**config.mk**
```make
export PLATFORM = sky130hd
export DESIGN_NAME = mem_rr_arbiter
export DESIGN_NICKNAME = d
export VERILOG_FILES = /design/src/rtl/mem_arb_pkg.sv /design/src/rtl/rr_pick.sv /design/src/rtl/mem_rr_arbiter.sv
export SDC_FILE = /design/constraint.sdc
export NUM_CORES = 1
export LEC_CHECK = 0
export CORE_MARGIN = 4
export CORE_UTILIZATION = 38
export CTS_CLUSTER_DIAMETER = 40
export DETAILED_ROUTE_END_ITERATION = 8
export GPL_TIMING_DRIVEN = 0
export SLEW_MARGIN = 0
export SYNTH_ARGS = -nofsm -noshare
export SYNTH_HDL_FRONTEND = slang
export SYNTH_SLANG_ARGS = --single-unit
```
**constraint.sdc**
```tcl
create_clock -name clk -period 7.53 [get_ports clk]
set_input_delay 2.259 -clock clk [delete_from_list [all_inputs] [get_ports clk]]
set_output_delay 2.259 -clock clk [all_outputs]
set_load 0.03 [all_outputs]
```
**src/rtl/mem_arb_pkg.sv**
```systemverilog
// ---------------------------------------------------------------------------
// mem_arb_pkg
// Shared definitions for the MIPS1000 memory-port arbiter: the sequencer
// state encoding and the default wait-state / burst constants that the
// memory controller and cache models also rely on.
// ---------------------------------------------------------------------------
package mem_arb_pkg;

    // Sequencer states (kept as plain constants for legacy compatibility)
    localparam logic [1:0] ST_IDLE    = 2'd0;
    localparam logic [1:0] ST_WAIT    = 2'd1;
    localparam logic [1:0] ST_BURST   = 2'd2;
    localparam logic [1:0] ST_RELEASE = 2'd3;

    // Default transaction timing
    localparam int unsigned DEF_BURST_COUNT = 4;
    localparam int unsigned DEF_RD_WAIT     = 2;
    localparam int unsigned DEF_WR_WAIT     = 1;

endpackage

```
**src/rtl/rr_pick.sv**
```systemverilog
// ---------------------------------------------------------------------------
// rr_pick
// Combinational round-robin picker. The request vector is rotated so the
// requester after ptr sits at bit 0, a fixed-priority (lowest bit first)
// select is applied, and the result is rotated back to a real index.
//
// Ports:
//   request        in   N      request vector
//   ptr            in   IDX_W  index of the last requester served
//   winner_onehot  out  N      one-hot winner, zero when no request
//   winner_idx     out  IDX_W  binary index of the winner
//   found          out  1      at least one request present
// ---------------------------------------------------------------------------
module rr_pick #(
    parameter int unsigned N     = 4,
    parameter int unsigned IDX_W = (N > 1) ? $clog2(N) : 1
) (
    input  logic [N-1:0]     request,
    input  logic [IDX_W-1:0] ptr,
    output logic [N-1:0]     winner_onehot,
    output logic [IDX_W-1:0] winner_idx,
    output logic             found
);

    int unsigned      start;
    int unsigned      pos;
    logic [N-1:0]     rotated;
    logic [IDX_W-1:0] src;

    always_comb begin
        start = (32'(ptr) + 1) % N;
        src   = '0;

        // Rotate: rotated[j] is the requester j places after ptr
        rotated = '0;
        for (int j = 0; j < N; j++) begin
            src        = IDX_W'((start + j) % N);
            rotated[j] = request[src];
        end

        // Fixed-priority select on the rotated vector
        found = 1'b0;
        pos   = 0;
        for (int j = 0; j < N; j++) begin
            if (rotated[j] && !found) begin
                found = 1'b1;
                pos   = j;
            end
        end

        // Rotate back
        winner_idx                = IDX_W'((start + pos) % N);
        winner_onehot             = '0;
        winner_onehot[winner_idx] = found;
    end

endmodule

```
**src/rtl/mem_rr_arbiter.sv**
```systemverilog
// ---------------------------------------------------------------------------
// mem_rr_arbiter
// Round-robin arbiter and burst sequencer for the shared memory port.
// Grants one requester per transaction, inserts read/write dependent wait
// states, runs a fixed-length burst, then spends one turnaround cycle
// before arbitrating again. The priority pointer only advances when a
// burst completes, so an aborted grant does not cost anyone their turn.
//
// Ports:
//   clk            in   1      system clock, rising edge
//   rst            in   1      asynchronous active-high reset
//   read_request   in   N      per-requester read request (level)
//   write_request  in   N      per-requester write request (level)
//   grant          out  N      registered one-hot grant, zero when idle
//   rwbar          out  1      1 = read, 0 = write, valid while grant != 0
//   ready          out  1      one pulse per data beat
//   memory_sel     out  1      chip select, high during burst beats
//   beat           out  CNT_W  beat index within the burst, 0 otherwise
//   busy           out  1      sequencer not idle
// ---------------------------------------------------------------------------
module mem_rr_arbiter
    import mem_arb_pkg::*;
#(
    parameter int unsigned N           = 4,
    parameter int unsigned BURST_COUNT = DEF_BURST_COUNT,
    parameter int unsigned RD_WAIT     = DEF_RD_WAIT,
    parameter int unsigned WR_WAIT     = DEF_WR_WAIT,
    parameter int unsigned CNT_W       = 4
) (
    input  logic             clk,
    input  logic             rst,
    input  logic [N-1:0]     read_request,
    input  logic [N-1:0]     write_request,
    output logic [N-1:0]     grant,
    output logic             rwbar,
    output logic             ready,
    output logic             memory_sel,
    output logic [CNT_W-1:0] beat,
    output logic             busy
);

    localparam int unsigned      IDX_W     = (N > 1) ? $clog2(N) : 1;
    localparam logic [CNT_W-1:0] RD_CNT    = CNT_W'(RD_WAIT);
    localparam logic [CNT_W-1:0] WR_CNT    = CNT_W'(WR_WAIT);
    localparam logic [CNT_W-1:0] LAST_BEAT = CNT_W'(BURST_COUNT - 1);
    localparam logic [IDX_W-1:0] PTR_INIT  = IDX_W'(N - 1);

    logic [1:0]       state_q, state_d;
    logic [N-1:0]     grant_q, grant_d;
    logic             rwbar_q, rwbar_d;
    logic             ready_q, ready_d;
    logic [CNT_W-1:0] beat_q, beat_d;
    logic [CNT_W-1:0] wait_q, wait_d;
    logic [IDX_W-1:0] ptr_q, ptr_d;
    logic [IDX_W-1:0] gidx_q, gidx_d;

    logic [N-1:0]     request;
    logic [N-1:0]     pick_onehot;
    logic [IDX_W-1:0] pick_idx;
    logic             pick_found;

    assign request = read_request | write_request;

    rr_pick #(
        .N     (N),
        .IDX_W (IDX_W)
    ) u_pick (
        .request       (request),
        .ptr           (ptr_q),
        .winner_onehot (pick_onehot),
        .winner_idx    (pick_idx),
        .found         (pick_found)
    );

    always_comb begin
        state_d = state_q;
        grant_d = grant_q;
        rwbar_d = rwbar_q;
        ready_d = ready_q;
        beat_d  = beat_q;
        wait_d  = wait_q;
        ptr_d   = ptr_q;
        gidx_d  = gidx_q;

        case (state_q)
            ST_IDLE: begin
                if (pick_found) begin
                    state_d = ST_WAIT;
                    grant_d = pick_onehot;
                    gidx_d  = pick_idx;
                    // Read wins when a requester asks for both
                    rwbar_d = read_request[pick_idx];
                    wait_d  = read_request[pick_idx] ? RD_CNT : WR_CNT;
                end
            end
            ST_WAIT: begin
                if (!request[gidx_q]) begin
                    // Requester withdrew before the burst: drop it, keep ptr
                    state_d = ST_IDLE;
                    grant_d = '0;
                    rwbar_d = 1'b0;
                    wait_d  = '0;
                end else if (wait_q != '0) begin
                    wait_d = wait_q - 1'b1;
                end else begin
                    state_d = ST_BURST;
                    ready_d = 1'b1;
                    beat_d  = '0;
                end
            end
            ST_BURST: begin
                // Request deassertion is ignored once the burst has started
                if (beat_q == LAST_BEAT) begin
                    state_d = ST_RELEASE;
                    ready_d = 1'b0;
                    beat_d  = '0;
                    grant_d = '0;
                    ptr_d   = gidx_q;
                end else begin
                    beat_d = beat_q + 1'b1;
                end
            end
            ST_RELEASE: begin
                // Bus turnaround, no arbitration this cycle
                state_d = ST_IDLE;
                rwbar_d = 1'b0;
            end
            default: begin
                state_d = ST_IDLE;
            end
        endcase
    end

    always_ff @(posedge clk or posedge rst) begin
        if (rst) begin
            state_q <= ST_IDLE;
            grant_q <= '0;
            rwbar_q <= 1'b0;
            ready_q <= 1'b0;
            beat_q  <= '0;
            wait_q  <= '0;
            ptr_q   <= PTR_INIT;
            gidx_q  <= '0;
        end else begin
            state_q <= state_d;
            grant_q <= grant_d;
            rwbar_q <= rwbar_d;
            ready_q <= ready_d;
            beat_q  <= beat_d;
            wait_q  <= wait_d;
            ptr_q   <= ptr_d;
            gidx_q  <= gidx_d;
        end
    end

    assign grant      = grant_q;
    assign rwbar      = rwbar_q;
    assign ready      = ready_q;
    assign memory_sel = ready_q;
    assign beat       = beat_q;
    assign busy       = (state_q != ST_IDLE);

    grant_onehot0: assert property (@(posedge clk) disable iff (rst) $onehot0(grant_q));

endmodule

```
# Word level (Yosys, flattened, before mapping)
# Cells that the tools add are included.
[word_totals]
memories = 0
latchBits = 0
mem_bits_ro = 0
reg_bits = 20
elab_cells = 103
output_inout_bits = 12
ramBits = 0
input_bits = 10
[op_classes]
div_mod_pow = 0
n_eq_ne = 11
n_bitwise = 2
reduce_logical = 22
n_lt_le_gt_ge = 7
muxes = 46
n_shift = 0
add_sub_neg = 7
mul = 0
[ops]
columns = ["cell", "n"]
rows = [
  ["2-to-1 mux 4 bit", 9],
  ["< comparator 2 x 3 -> 1 bit, second input constant", 6],
  ["2-to-1 mux 1 bit", 17],
  ["case mux 4 bit (2 select lines)", 2],
  ["2-to-1 mux 2 bit", 7],
  ["binary-select mux 1 bit (select 2 bit)", 6],
  ["case mux 4 bit (3 select lines)", 1],
  ["AND reduction 3 bit", 4],
  ["inequality test 2 bit, second input constant", 5],
  ["case mux 2 bit (4 select lines)", 1],
  ["AND reduction 4 bit", 2],
  ["inequality test 3 bit, second input constant", 2],
  ["nonzero test 2 bit", 3],
  ["nonzero test 3 bit", 2],
  ["adder 2 x 1 -> 2 bit, second input constant", 2],
  ["adder 2 bit, second input constant", 2],
  ["adder 4 x 1 -> 4 bit, second input constant", 1],
  ["AND 4 bit", 1],
  ["== test 2 bit, second input constant", 2],
  ["== test 4 x 2 -> 1 bit, second input constant", 1],
  ["logical AND 1 bit", 4],
  ["bitwise OR 4 bit", 1],
  ["AND reduction 2 bit", 2],
  ["nonzero test 4 bit", 1],
  ["other kinds (9)", 11],
]

# Longest topological paths before layout
[logic_depth]
depth_word = 21
mapped_depth = 12
depth_no_buf = 12

# By module
# From an unflattened synthesis, not the netlist that was laid out.
[hier_totals]
hier_cells = 172
area_unflattened_um2 = 1597.8
[modules_own_cells]
columns = ["module", "area_per_inst_um2", "seq_area_each_um2", "cells_per_inst", "instances"]
rows = [
  ["mem_rr_arbiter", 1337.5, 503.0, 134, 1],
  ["rr_pick", 260.2, 0.0, 38, 1],
]

# Worst setup path after synthesis
# Ideal clock, no wire load.
[synth_timing]
kind = "input to register"
start = "input write_request[2]"
end = "register wait_q[1]"
cell_stages = 11
setup_ns = 0.145
arrival_time_ns = 4.364
path_slack_ns = 3.021
n_path_buf = 0
t_required_ns = 7.385
path_cell_list = "or4_1 -> nand3_1 -> nor2_1 -> a21oi_1 -> o21ai_0 -> ha_1 -> mux2_2 -> nand2_1 -> nor4b_1 -> nor4_1 -> a22oi_1"
[synth_via]
elab_chain_cells = 19
word_cells_on_any_way = 34
classes_between = "1 x add/sub; 2 x eq/ne; 23 x mux; 1 x bitwise; 7 x reduce/logical"
[synth_lines]
columns = ["item", "line_no", "text"]
rows = [
  ["start: declaration", "mem_rr_arbiter.sv:33", "input logic [N-1:0] write_request,"],
  ["bitwise OR 4 bit *", "mem_rr_arbiter.sv:62", "assign request = read_request | write_request;"],
  ["binary-select mux 1 bit (select 2 bit)", "rr_pick.sv:38", "rotated[j] = request[src];"],
  ["2-to-1 mux 1 bit (implied by the code)", "rr_pick.sv:38", ""],
  ["2-to-1 mux 1 bit", "rr_pick.sv:45", "if (rotated[j] && !found) begin"],
  ["logical NOT 1 bit", "rr_pick.sv:45", ""],
  ["logical AND 1 bit", "rr_pick.sv:45", ""],
  ["2-to-1 mux 1 bit", "rr_pick.sv:45", ""],
  ["logical NOT 1 bit", "rr_pick.sv:45", ""],
  ["[4 not listed]", "n/a", ""],
  ["2-to-1 mux 2 bit *", "rr_pick.sv:45", ""],
  ["adder 2 bit *", "rr_pick.sv:52", "winner_idx = IDX_W'((start + pos) % N);"],
  ["via pick_idx[0]", "mem_rr_arbiter.sv:59", "logic [IDX_W-1:0] pick_idx;"],
  ["binary-select mux 1 bit (select 2 bit) *", "mem_rr_arbiter.sv:93", "wait_d = read_request[pick_idx] ? RD_CNT : WR_CNT;"],
  ["2-to-1 mux 1 bit (implied by the code) *", "mem_rr_arbiter.sv:93", ""],
  ["2-to-1 mux 2 bit *", "mem_rr_arbiter.sv:93", ""],
  ["2-to-1 mux 4 bit *", "mem_rr_arbiter.sv:87", "if (pick_found) begin"],
  ["case mux 4 bit (2 select lines) *", "mem_rr_arbiter.sv:85", "case (state_q)"],
  ["end signal: assignment", "mem_rr_arbiter.sv:150", "wait_q <= wait_d;"],
  ["end: declaration", "mem_rr_arbiter.sv:53", "logic [CNT_W-1:0] wait_q, wait_d;"],
]
# The timed path passes the listed nets; every way through them passes the cells marked *. The select of a mux whose other input is x is not followed.
# A chain may end at the register's enable or synchronous reset.

# Worst setup path after layout
[layout_timing]
start = "input read_request[2]"
end = "register wait_q[1]"
[layout_via]
elab_chain_cells = 19
word_cells_on_any_way = 34
classes_between = "1 x add/sub; 2 x eq/ne; 23 x mux; 1 x bitwise; 7 x reduce/logical"
[layout_lines]
columns = ["item", "line_no", "text"]
rows = [
  ["start: declaration", "mem_rr_arbiter.sv:32", "input logic [N-1:0] read_request,"],
  ["bitwise OR 4 bit *", "mem_rr_arbiter.sv:62", ""],
  ["binary-select mux 1 bit (select 2 bit)", "rr_pick.sv:38", ""],
  ["2-to-1 mux 1 bit (implied by the code)", "rr_pick.sv:38", ""],
  ["2-to-1 mux 1 bit", "rr_pick.sv:45", ""],
  ["logical NOT 1 bit", "rr_pick.sv:45", ""],
  ["logical AND 1 bit", "rr_pick.sv:45", ""],
  ["2-to-1 mux 1 bit", "rr_pick.sv:45", ""],
  ["logical NOT 1 bit", "rr_pick.sv:45", ""],
  ["[4 not listed]", "n/a", ""],
  ["2-to-1 mux 2 bit *", "rr_pick.sv:45", ""],
  ["adder 2 bit *", "rr_pick.sv:52", ""],
  ["via pick_idx[0]", "mem_rr_arbiter.sv:59", ""],
  ["binary-select mux 1 bit (select 2 bit) *", "mem_rr_arbiter.sv:93", ""],
  ["2-to-1 mux 1 bit (implied by the code) *", "mem_rr_arbiter.sv:93", ""],
  ["2-to-1 mux 2 bit *", "mem_rr_arbiter.sv:93", ""],
  ["2-to-1 mux 4 bit *", "mem_rr_arbiter.sv:87", ""],
  ["case mux 4 bit (2 select lines) *", "mem_rr_arbiter.sv:85", ""],
]
# Marked as above.

==> flow_metrics.env <==
export IMPL_status="completed"
export IMPL_nets=204
export IMPL_htree_levels=1
export IMPL_cts_resized=0
export IMPL_grtUsageTotal_pct=14.8
export IMPL_core_um2=3660
export IMPL_reg2reg_depth=10
export IMPL_area_delta_synth_final_pct=23.7
export IMPL_place_congestion=0.819
export IMPL_cts_sinks=20
export IMPL_final_antenna_net_count=0
export IMPL_dp_cells=227
export IMPL_cp_start_kind="input pin"
export IMPL_cts_hold_buffers=0
export IMPL_ys_warn_count=0
export IMPL_cap_viol_max_count=0
export IMPL_tightest_slew_ps=755
export IMPL_skew_ps=2.26
export IMPL_finalWirelength_um=3340
export IMPL_crit_cells=12
export IMPL_gr_usage_met1_pct=20.4
export IMPL_first_pass_iters=4
export IMPL_insertion_delay_ps=260
export IMPL_cp_required_ps=7650
export IMPL_grt_pass1_vias=1279
export IMPL_drv_slew=0
export IMPL_use_met3_pct=3.62
export IMPL_syn_area_um2=1440
export IMPL_synth_top_cell_area_share_pct=31.2
export IMPL_critPathMaxFanout=7
export IMPL_period_needed_ps=5240
export IMPL_worst_slew_margin_rel_pct=49.6
export IMPL_worst_setup_path_end_kind="flip-flop"
export IMPL_fp_dieH_um=69.6
export IMPL_drt_iter0_drc=49
export IMPL_rsz0062_at_grt="false"
export IMPL_avgViaCountPerCell=5.58
export IMPL_grt_max_degree=21
export IMPL_synth_fp_nets=178
export IMPL_io_buffers=21
export IMPL_async_flop_share_pct=100
export IMPL_critPathKind="in -> reg"
export IMPL_ys_flop_type="dfrtp_1"
export IMPL_path_cells="clkdlybuf4s50_1, or4_1, nand3_1, nor2_1, a21oi_1, o21ai_0, ha_1, mux2i_1, nor2_1, nor4b_1, nor4_1, a22oi_1"
export IMPL_hold_violations=0
export IMPL_grt_most_used_layer="met2"
export IMPL_vias=1288
export IMPL_cts_setup_buffers=0
export IMPL_ir_worst_vdd_uv=161
export IMPL_synth_cell_types=53
export IMPL_clockBufferDepth=2
export IMPL_p_total_w=0.000586
export IMPL_initial_core_util_pct=39.4
export IMPL_ys_seq_area_share_pct=34.9
export IMPL_whs_ps=481
export IMPL_setup_violations=0
export IMPL_dp_hpwl_um=2600
export IMPL_finalNonFillerCells=231
export IMPL_cts_root_buf="clkbuf_8"
export IMPL_power_per_cell_area_nw_per_um2=328
export IMPL_critPathTopFamily="simple AND/OR/NAND/NOR gates"
export IMPL_cts_inserted_buffers=3
export IMPL_antenna_found_initial=0
export IMPL_rows=22
export IMPL_min_period_over_period_pct=69.6
export IMPL_grtUsageMet2_pct=24.0
export IMPL_p_leak_nw=0.732
export IMPL_dieWidth_um=69.6
export IMPL_tns_ps=0
export IMPL_synth_cells=158
export IMPL_hold_depth=2
export IMPL_tritoncts="done"
export IMPL_fmax_mhz=191
export IMPL_syn_avg_cell_area_um2=9.13
export IMPL_min_path_type="reg -> reg"
export IMPL_synth_edf_count=0
export IMPL_synth_largest_area_cell="dfrtp_1"
export IMPL_cp_slowest_cell="or4_1"
export IMPL_fp_dieArea_um2=4850
export IMPL_drc=0
export IMPL_ys_seq_elements=20
export IMPL_pin_count=22
export IMPL_diodes=0
export IMPL_overflow=0
export IMPL_timing_critical_path_buf_inv=1
export IMPL_drt_wirelength_per_cell_um=14.4
export IMPL_worstPathArrival_ps=5360
export IMPL_synth_area_leaders="dfrtp_1 (31%), ha_1 (8.7%), dfstp_2 (3.6%)"
export IMPL_drive_above_1_share_pct=10.4
export IMPL_critPathMaxStageDelay_ps=610
export IMPL_crit_path_frequent_cell="nor2_1"
export IMPL_grt_pass1_wl_um=5950
export IMPL_path_clk_slew_ps=70
worst register-to-register path, stage by stage, from the launching register on:
cell and delay, ps:
dfstp_2 530, buf_2 200, nor3_1 80, a311oi_1 260
o21ai_0 120, ha_1 400, mux2i_1 290, nor2_1 80
nor4b_1 150, nor4_1 530, a22oi_1 130
area by class of cell:
type,count,area [um^2]
clock buffer,3,41.3
timing repair buffer,21,210
buffer,5,31.3
sequential,20,503
fill,364,1880
multi-input combinational,124,875
clock inverter,1,30.0
inverter,9,33.8
tap,48,60.1
path summary, 6_finish.rpt:
path                                      start                    end  slack [ps]
min in group asynchronous                   rst    beat[1]$_DFFE_PP0P_        2430
max in group asynchronous                   rst  wait_q[2]$_DFFE_PP0P_        4630
max                             read_request[2]  wait_q[1]$_DFFE_PP0P_        2290
min                           rwbar$_DFFE_PP0P_      rwbar$_DFFE_PP0P_         480
min reg2reg                   rwbar$_DFFE_PP0P_      rwbar$_DFFE_PP0P_         480
max reg2reg                ptr_q[0]$_DFFE_PP1P_  wait_q[1]$_DFFE_PP0P_        4610
registers in the layout, indices dropped and copies added (netlist names), named ones only:
name        cells
grant           4
ptr_q           2
gidx_q          2
rwbar           1
memory_sel      1
wait_q          4
state_q         1
beat            4
placed cells by master, fill, tap and decap left out, types with 2 or more instances in the layout:
cell / n
clkdlybuf4s50_1: 21
dfrtp_1: 18
nand2_1: 13
nor2_1: 12
o21ai_0: 10
ha_1: 10
inv_1: 9
a21oi_1: 6
nor4_1: 5
nand3_1: 5
a22o_1: 5
or4_1: 4
nor3_1: 4
nor4b_1: 4
nand3b_1: 3
and2_1: 3
mux2_2: 3
o31ai_1: 3
clkbuf_8: 3
clkbuf_1: 2
o21a_1: 2
nand2b_1: 2
a31oi_1: 2
dfstp_2: 2
per-layer routing:
layer	part of all wire [%]	routed length [um]
met4	0.51	17
met5	0	0
met3	4.4	146
met2	49	1620
met1	46	1550
power by group:
group	internal [W]	leakage, nW	switching, W	total [W]
sequential	0.000140	0.252	0.0000287	0.000169
combinational	0.000131	0.445	0.000179	0.000310
clock	0.0000709	0.0357	0.0000358	0.000107
total	0.000342	0.732	0.000244	0.000586
synthesized netlist by cell type (all sizes together), types with 2 or more instances:
cell,count
nand3b,3
nor4b,4
nand2,13
o21ai,11
nand2b,3
a21oi,6
a22o,5
or2,2
nand3,6
or4,5
dfstp,2
dfrtp,18
clkbuf,2
a31oi,2
inv,9
nor2,13
and2,3
mux2,3
o21a,2
buf,3
o31ai,3
ha,10
nor3,5
nor4,5
kinds of logic after synthesis:
| group | after synthesis | share of synthesized area (%) |
|---|---|---|
| and+or+nand+nor | 66 | 26.5 |
| DFF | 20 | 34.9 |
| xor gates and xnor gates | 2 | 1.21 |
| adders and majority gates | 10 | 8.67 |
| muxes | 5 | 4.60 |
| buffers and inverters | 14 | 4.51 |
| AOI/OAI and AO/OA | 41 | 19.7 |
per-stage QoR:
| stage | utilization (%) | worst slack [ps] | cell area (um^2) |
|---|---|---|---|
| 3_5_place_dp | 46.8 | 2080 | 1710 |
| 6_report | 48.7 | 2290 | 1780 |
| 4_1_cts | 48.7 | 2350 | 1780 |
| 5_1_grt | 48.7 | 2080 | 1780 |
| 2_1_floorplan | - | 3020 | 1440 |
| 3_3_place_gp | 46.8 | 2080 | 1710 |
(Power assumes the default switching activity.)
